==> config.mk <==
export PLATFORM = sky130hd
export DESIGN_NAME = imem_fetch_ctrl
export DESIGN_NICKNAME = d
export VERILOG_FILES = /design/src/rtl/imem_fetch_pkg.sv /design/src/rtl/fetch_fifo.sv /design/src/rtl/imem_fetch_ctrl.sv
export SDC_FILE = /design/constraint.sdc
export NUM_CORES = 1
export LEC_CHECK = 0
export ABC_AREA = 1
export CELL_PAD_IN_SITES_DETAIL_PLACEMENT = 0
export CELL_PAD_IN_SITES_GLOBAL_PLACEMENT = 2
export CORE_AREA = 2 2 240 242
export DETAILED_ROUTE_END_ITERATION = 16
export DIE_AREA = 0 0 242 244
export PLACE_DENSITY = 0.84
export SLEW_MARGIN = 20
export SYNTH_ARGS = -nofsm -noshare
export SYNTH_HDL_FRONTEND = slang
export SYNTH_SLANG_ARGS = --single-unit
==> constraint.sdc <==
create_clock -name clk -period 6.75 [get_ports clk]
set_input_delay 0.675 -clock clk [delete_from_list [all_inputs] [get_ports clk]]
set_output_delay 0.675 -clock clk [all_outputs]
set_load 0.03 [all_outputs]
==> src/rtl/imem_fetch_pkg.sv <==
// imem_fetch_pkg: shared types and constants for the instruction-fetch block.
//   fetch_state_t : fetch sequencer states (IDLE, RUN, END)
//   fetch_entry_t : one prefetch entry {pc, instr} at the default 32-bit width
//   PC_STEP       : byte increment between sequential instructions
package imem_fetch_pkg;

    localparam int IMEM_N = 32;

    localparam logic [63:0] PC_STEP = 64'd4;

    typedef enum logic [1:0] {
        IDLE = 2'd0,
        RUN  = 2'd1,
        END  = 2'd2
    } fetch_state_t;

    typedef struct packed {
        logic [63:0]       pc;
        logic [IMEM_N-1:0] instr;
    } fetch_entry_t;

endpackage

==> src/rtl/fetch_fifo.sv <==
// fetch_fifo: synchronous FIFO with push, pop and flush.
//   clk, reset (async, active-low)
//   push/din    : write an entry
//   pop/dout    : dout shows the head entry; pop removes it
//   flush       : empties the FIFO, overriding push and pop
//   full/empty/count : occupancy status
// Pointers are $clog2(DEPTH) bits so they wrap modulo DEPTH (DEPTH is a power
// of two); count carries one extra bit so it can hold DEPTH itself.
module fetch_fifo #(
    parameter int W     = 96,
    parameter int DEPTH = 4
) (
    input  logic                       clk,
    input  logic                       reset,
    input  logic                       push,
    input  logic                       pop,
    input  logic                       flush,
    input  logic [W-1:0]               din,
    output logic [W-1:0]               dout,
    output logic                       full,
    output logic                       empty,
    output logic [$clog2(DEPTH):0]     count
);

    localparam int PW = $clog2(DEPTH);
    localparam int CW = PW + 1;

    logic [W-1:0]  mem [DEPTH];
    logic [PW-1:0] wr_ptr;
    logic [PW-1:0] rd_ptr;
    logic [CW-1:0] cnt;

    always_ff @(posedge clk or negedge reset) begin
        if (!reset) begin
            wr_ptr <= '0;
            rd_ptr <= '0;
            cnt    <= '0;
        end else if (flush) begin
            wr_ptr <= '0;
            rd_ptr <= '0;
            cnt    <= '0;
        end else begin
            if (push) wr_ptr <= wr_ptr + 1'b1;
            if (pop)  rd_ptr <= rd_ptr + 1'b1;
            case ({push, pop})
                2'b10:   cnt <= cnt + 1'b1;
                2'b01:   cnt <= cnt - 1'b1;
                default: cnt <= cnt;
            endcase
        end
    end

    // Storage needs no reset: empty/valid gating downstream hides stale data.
    always_ff @(posedge clk) begin
        if (push && !flush) mem[wr_ptr] <= din;
    end

    assign dout  = mem[rd_ptr];
    assign full  = (cnt == CW'(DEPTH));
    assign empty = (cnt == '0);
    assign count = cnt;

endmodule

==> src/rtl/imem_fetch_ctrl.sv <==
// imem_fetch_ctrl: instruction-fetch sequencer between the instruction ROM and
// decode. Owns the fetch PC, drives the ROM word address and buffers fetched
// {pc, instr} pairs in a prefetch FIFO; redirects flush and refetch.
//   clk, reset (async, active-low)
//   fetch_en                      : allow fetching to start/continue
//   imem_addr / imem_q            : ROM word address (pc[AW+1:2]) / data
//   redirect_valid / redirect_pc  : branch redirect strobe and byte target
//   instr_valid / instr_ready     : head-entry handshake; a transfer happens
//                                   on a rising edge where both are 1, and
//                                   instr/instr_pc hold while valid & !ready
//   instr / instr_pc              : head instruction and its byte PC (0 when
//                                   instr_valid is 0)
//   fetch_done                    : fetch PC has run past the ROM end
//   dbg_state / dbg_count         : FSM state and FIFO occupancy
// Optional feature: IMEM_FETCH_BYPASS_EN presents the ROM word directly when
// the FIFO is empty so it can be consumed with zero latency.
module imem_fetch_ctrl
    import imem_fetch_pkg::*;
#(
    parameter int N     = 32,
    parameter int AW    = 8,
    parameter int DEPTH = 4
) (
    input  logic                   clk,
    input  logic                   reset,
    input  logic                   fetch_en,
    output logic [AW-1:0]          imem_addr,
    input  logic [N-1:0]           imem_q,
    input  logic                   redirect_valid,
    input  logic [63:0]            redirect_pc,
    output logic                   instr_valid,
    input  logic                   instr_ready,
    output logic [N-1:0]           instr,
    output logic [63:0]            instr_pc,
    output logic                   fetch_done,
    output logic [1:0]             dbg_state,
    output logic [$clog2(DEPTH):0] dbg_count
);

    localparam int EW = 64 + N;

    fetch_state_t state, state_nx;
    logic [63:0]  pc, pc_nx;
    logic [63:0]  target_pc;

    logic          push, pop, flush, full, empty;
    logic [EW-1:0] din, dout;

    logic fetch_ok, bypass, consume, adv, last_word;

    fetch_fifo #(.W(EW), .DEPTH(DEPTH)) u_fifo (
        .clk   (clk),
        .reset (reset),
        .push  (push),
        .pop   (pop),
        .flush (flush),
        .din   (din),
        .dout  (dout),
        .full  (full),
        .empty (empty),
        .count (dbg_count)
    );

    assign imem_addr = pc[AW+1:2];
    assign last_word = (pc[AW+1:2] == {AW{1'b1}});
    assign target_pc = redirect_pc & ~64'd3;
    assign din       = {pc, imem_q};
    assign flush     = redirect_valid;

    always_comb begin
        fetch_ok = (state == RUN) && fetch_en && !redirect_valid;
`ifdef IMEM_FETCH_BYPASS_EN
        bypass   = fetch_ok && empty;
        consume  = bypass && instr_ready;
`else
        bypass   = 1'b0;
        consume  = 1'b0;
`endif
        instr_valid = !empty || bypass;
        // A redirect cycle never pops, so the flushed head is not consumed.
        pop  = !redirect_valid && !empty && instr_ready;
        push = fetch_ok && !consume && (!full || pop);
        adv  = push || consume;

        instr    = '0;
        instr_pc = '0;
        if (bypass) begin
            instr    = imem_q;
            instr_pc = pc;
        end else if (!empty) begin
            instr    = dout[N-1:0];
            instr_pc = dout[EW-1:N];
        end
    end

    always_comb begin
        state_nx = state;
        pc_nx    = pc;
        case (state)
            IDLE:    if (fetch_en) state_nx = RUN;
            RUN:     if (adv && last_word) state_nx = END;
            END:     state_nx = END;
            default: state_nx = IDLE;
        endcase
        if (adv) pc_nx = pc + PC_STEP;
        if (redirect_valid) begin
            pc_nx = target_pc;
            if (redirect_pc[63:AW+2] != '0)
                state_nx = END;
            else if (state == IDLE && !fetch_en)
                state_nx = IDLE;
            else
                state_nx = RUN;
        end
    end

    always_ff @(posedge clk or negedge reset) begin
        if (!reset) begin
            state <= IDLE;
            pc    <= '0;
        end else begin
            state <= state_nx;
            pc    <= pc_nx;
        end
    end

    assign fetch_done = (state == END);
    assign dbg_state  = state;

endmodule

==> metrics.txt <==
Data required, critical path=6070 ps; initial antenna violation count=2; largest net degree at the start of global routing=87; crit path buf inv count=3; Die X=242 um; first-pass GRT wire length=87.9 mm; Final Cycle Share=66.5%; WP depth=6; cell count after synthesis=2056; # Post-CTS Setup Buffers=0; H-tree levels=2; RSZ-0062 raised after global routing=no; Synth Warn #=0; GRT overflow=0; vias per inst=4.95; Cell variety after synth=36; Total GRT Usage=19.7%; synthesized area per cell=9.83 um2; area grow syn2layout=21.9%; Final Cell Area=24600 um2; DIE AREA=59000 um2; Power Total=8.54 mW; Post-Route Skew=15.0 ps; max-slew violation count=0; final wirelength=59.3 mm; DRT antenna net count=0; worst-path cell chain=nor2_1 > nand2_1 > clkinv_2 > buf_4 > a21oi_1 > clkdlybuf4s50_1; Critical Path Source Type=flip-flop; vias in the first global route=14600; Seq/Total Area, Yosys=64.7%; Yosys top cell area share=55.9%; top cell family by delay on the critical path=buffers and inverters; Nets=2344; Worst Reg2Reg Path Length in Cells=7; iteration count of the initial detailed-routing pass=5; reg2reg setup slack=3510 ps; RR Startpoint=dbg_state[1]; # rows=87; dpl cell area=23000 um2; DP HPWL=37.5 mm; CTS root buf=clkbuf_16; Synth area leader=edfxtp_1; arrival time at the worst endpoint=3810 ps; Setup crit end kind=output port; worst min-delay path class=input pin to asynchronous set/reset pin; PwrDens=347 nW/um2; endpoints failing hold=0; share of layout cells above drive strength 1=6.57%; Slew headroom=29.9%; leakage=8.96 nW; VDD IR max=0.000174 V; Post-synth EDFFs=376; CTS Hold Buffers Added=0; most area-consuming cells after synthesis=edfxtp_1 56%, nor2_1 9.6%, dfrtp_1 8.8%; Buffers on Ports=207; ys flop type=edfxtp_1; status=complete, no violations; ys async rst share=15.9%; Fmax=223 MHz; slowest CP cell=clkdlybuf4s50_1; post-CTS sizing=0; core region area=56200 um2; number of remaining DRC errors=0; Initial Util=36.0%; critical path endpoint=instr_pc[28]; Worst R2R End=u_fifo.mem[2][30]; First DRT Iteration DRCs=1183; worst-margin pin slew=1050 ps; Crit Path Max Fanout=45; number of buffers on the longest clock path=3; clock slew seen by the registers of the worst setup and hold paths=60 ps; detailed-route via count=15000; Final Wtd Congestion=0.903; Inserted Clock Buffers=48; Setup CP Type=flip-flop to output port; I/O Pins=212; TritonCTS clock tree=yes; CP peak stage delay=760 ps; clock sink total=447; wire per inst=19.6 um; start point of the critical path=u_fifo.count[0]; crit path time final=4490 ps; Cell Area, Synth=20200 um2; Worst-Skew Late Latency=580 ps; Setup Total Neg Slack=0 ps; Final Setup Violations=0; synthesized flop and latch total=447; Max Cap Viol=0; die span in y=244 um
per-layer routing:
metal  vias to the layer above  wire length, um  track usage, %
li1                       7238                -               -
met1                      7254            26300            26.3
met2                       396            28800            33.4
met3                        83             2800            2.89
met4                         0             1370            5.90
met5                         -                0               0
area by class of cell:
cell class,count,area (um2)
fill,5360,31500
multi-input combinational,1374,6210
antenna,2,5.00
inverter,134,508
sequential,447,13100
timing repair buffer,229,2270
clock inverter,23,304
clock buffer,62,1320
tap,756,946
power by group:
part	internal [mW]	switching (mW)	total [mW]
combinational	0.882	1.69	2.57
clock	1.64	1.08	2.72
sequential	3.09	0.161	3.25
total	5.61	2.93	8.54
cells by family (layout without fill, tap and decap cells):
family                   after synthesis  in the layout  synth area share [%]
XOR/XNOR                              21             21                 0.910
adder cells (fa/ha/maj)                9              9                 0.594
buffers and inverters                236            448                  4.79
flip-flops                           447            447                  64.7
AND/OR/NAND/NOR                      971            971                  19.4
AO/OA/AOI/OAI                        371            371                  9.58
other                                  1              4                0.0186
metrics by stage:
stage | util (%) | setup WS, ps | std cells | hold slack [ps]
final | 43.8 | 2260 | 3027 | 65.8
after global routing | 43.8 | 2070 | 3027 | 89.3
after CTS | 43.8 | 2170 | 3024 | 54.4
after detailed placement | 40.9 | 2830 | 2939 | 570
after global placement | 40.9 | 2810 | 2939 | 565
after floorplan | - | 977 | 2057 | 379
worst register-to-register path, cell delays in order, from the launching register on:
cell and delay [ps]:
dfrtp_1 420, inv_1 90, ha_1 160, nand2_1 80, nor2_1 110, nand2_2 460
nor2_4 650, buf_4 770
registers in the layout, summed over array words and instances (netlist names):
name and count:
pc 62, dbg_state 2, u_fifo.rd_ptr 2, u_fifo.wr_ptr 2
u_fifo.mem 376, u_fifo.count 3
Yosys cell counts, types with 10 or more instances:
cell type,n
nor2_1,515
edfxtp_1,376
nand2_1,329
o21ai_0,226
inv_1,123
a21oi_1,96
nand3_1,82
dfrtp_1,71
clkbuf_1,38
buf_2,32
buf_1,20
o21ai_1,18
xor2_1,18
nand2_2,13
buf_4,11
o211ai_1,11
nor2_2,10
placed cells by master, fill, tap and decap left out, types with 7 or more instances in the layout:
cell / count
clkbuf_16: 49
nor2_1: 511
clkbuf_1: 9
inv_2: 7
nor2_2: 10
xor2_1: 18
bufinv_16: 7
o21ai_0: 226
buf_4: 20
a21oi_1: 96
nand4_1: 7
o211ai_1: 11
dfrtp_1: 69
o21ai_1: 18
nor2_4: 9
o21bai_1: 9
ha_1: 8
nand2_1: 329
clkinv_1: 7
nand2_2: 13
clkinv_2: 7
inv_1: 122
edfxtp_1: 376
clkdlybuf4s50_1: 205
nand3_1: 82
worst min-delay path by stage:
| stage | cells after the start | to | slack (ps) |
|---|---|---|---|
| after detailed placement | 2 | u_fifo.count[2] | 570 |
| after global routing | 1 | u_fifo.wr_ptr[1] | 90 |
| final | 1 | pc[38] | 70 |
| after global placement | 2 | u_fifo.count[2] | 560 |
| after floorplan | 0 | dbg_state[0] | 380 |
| after CTS | 1 | pc[13] | 50 |
No activity file was read; power rests on OpenSTA's default activity.
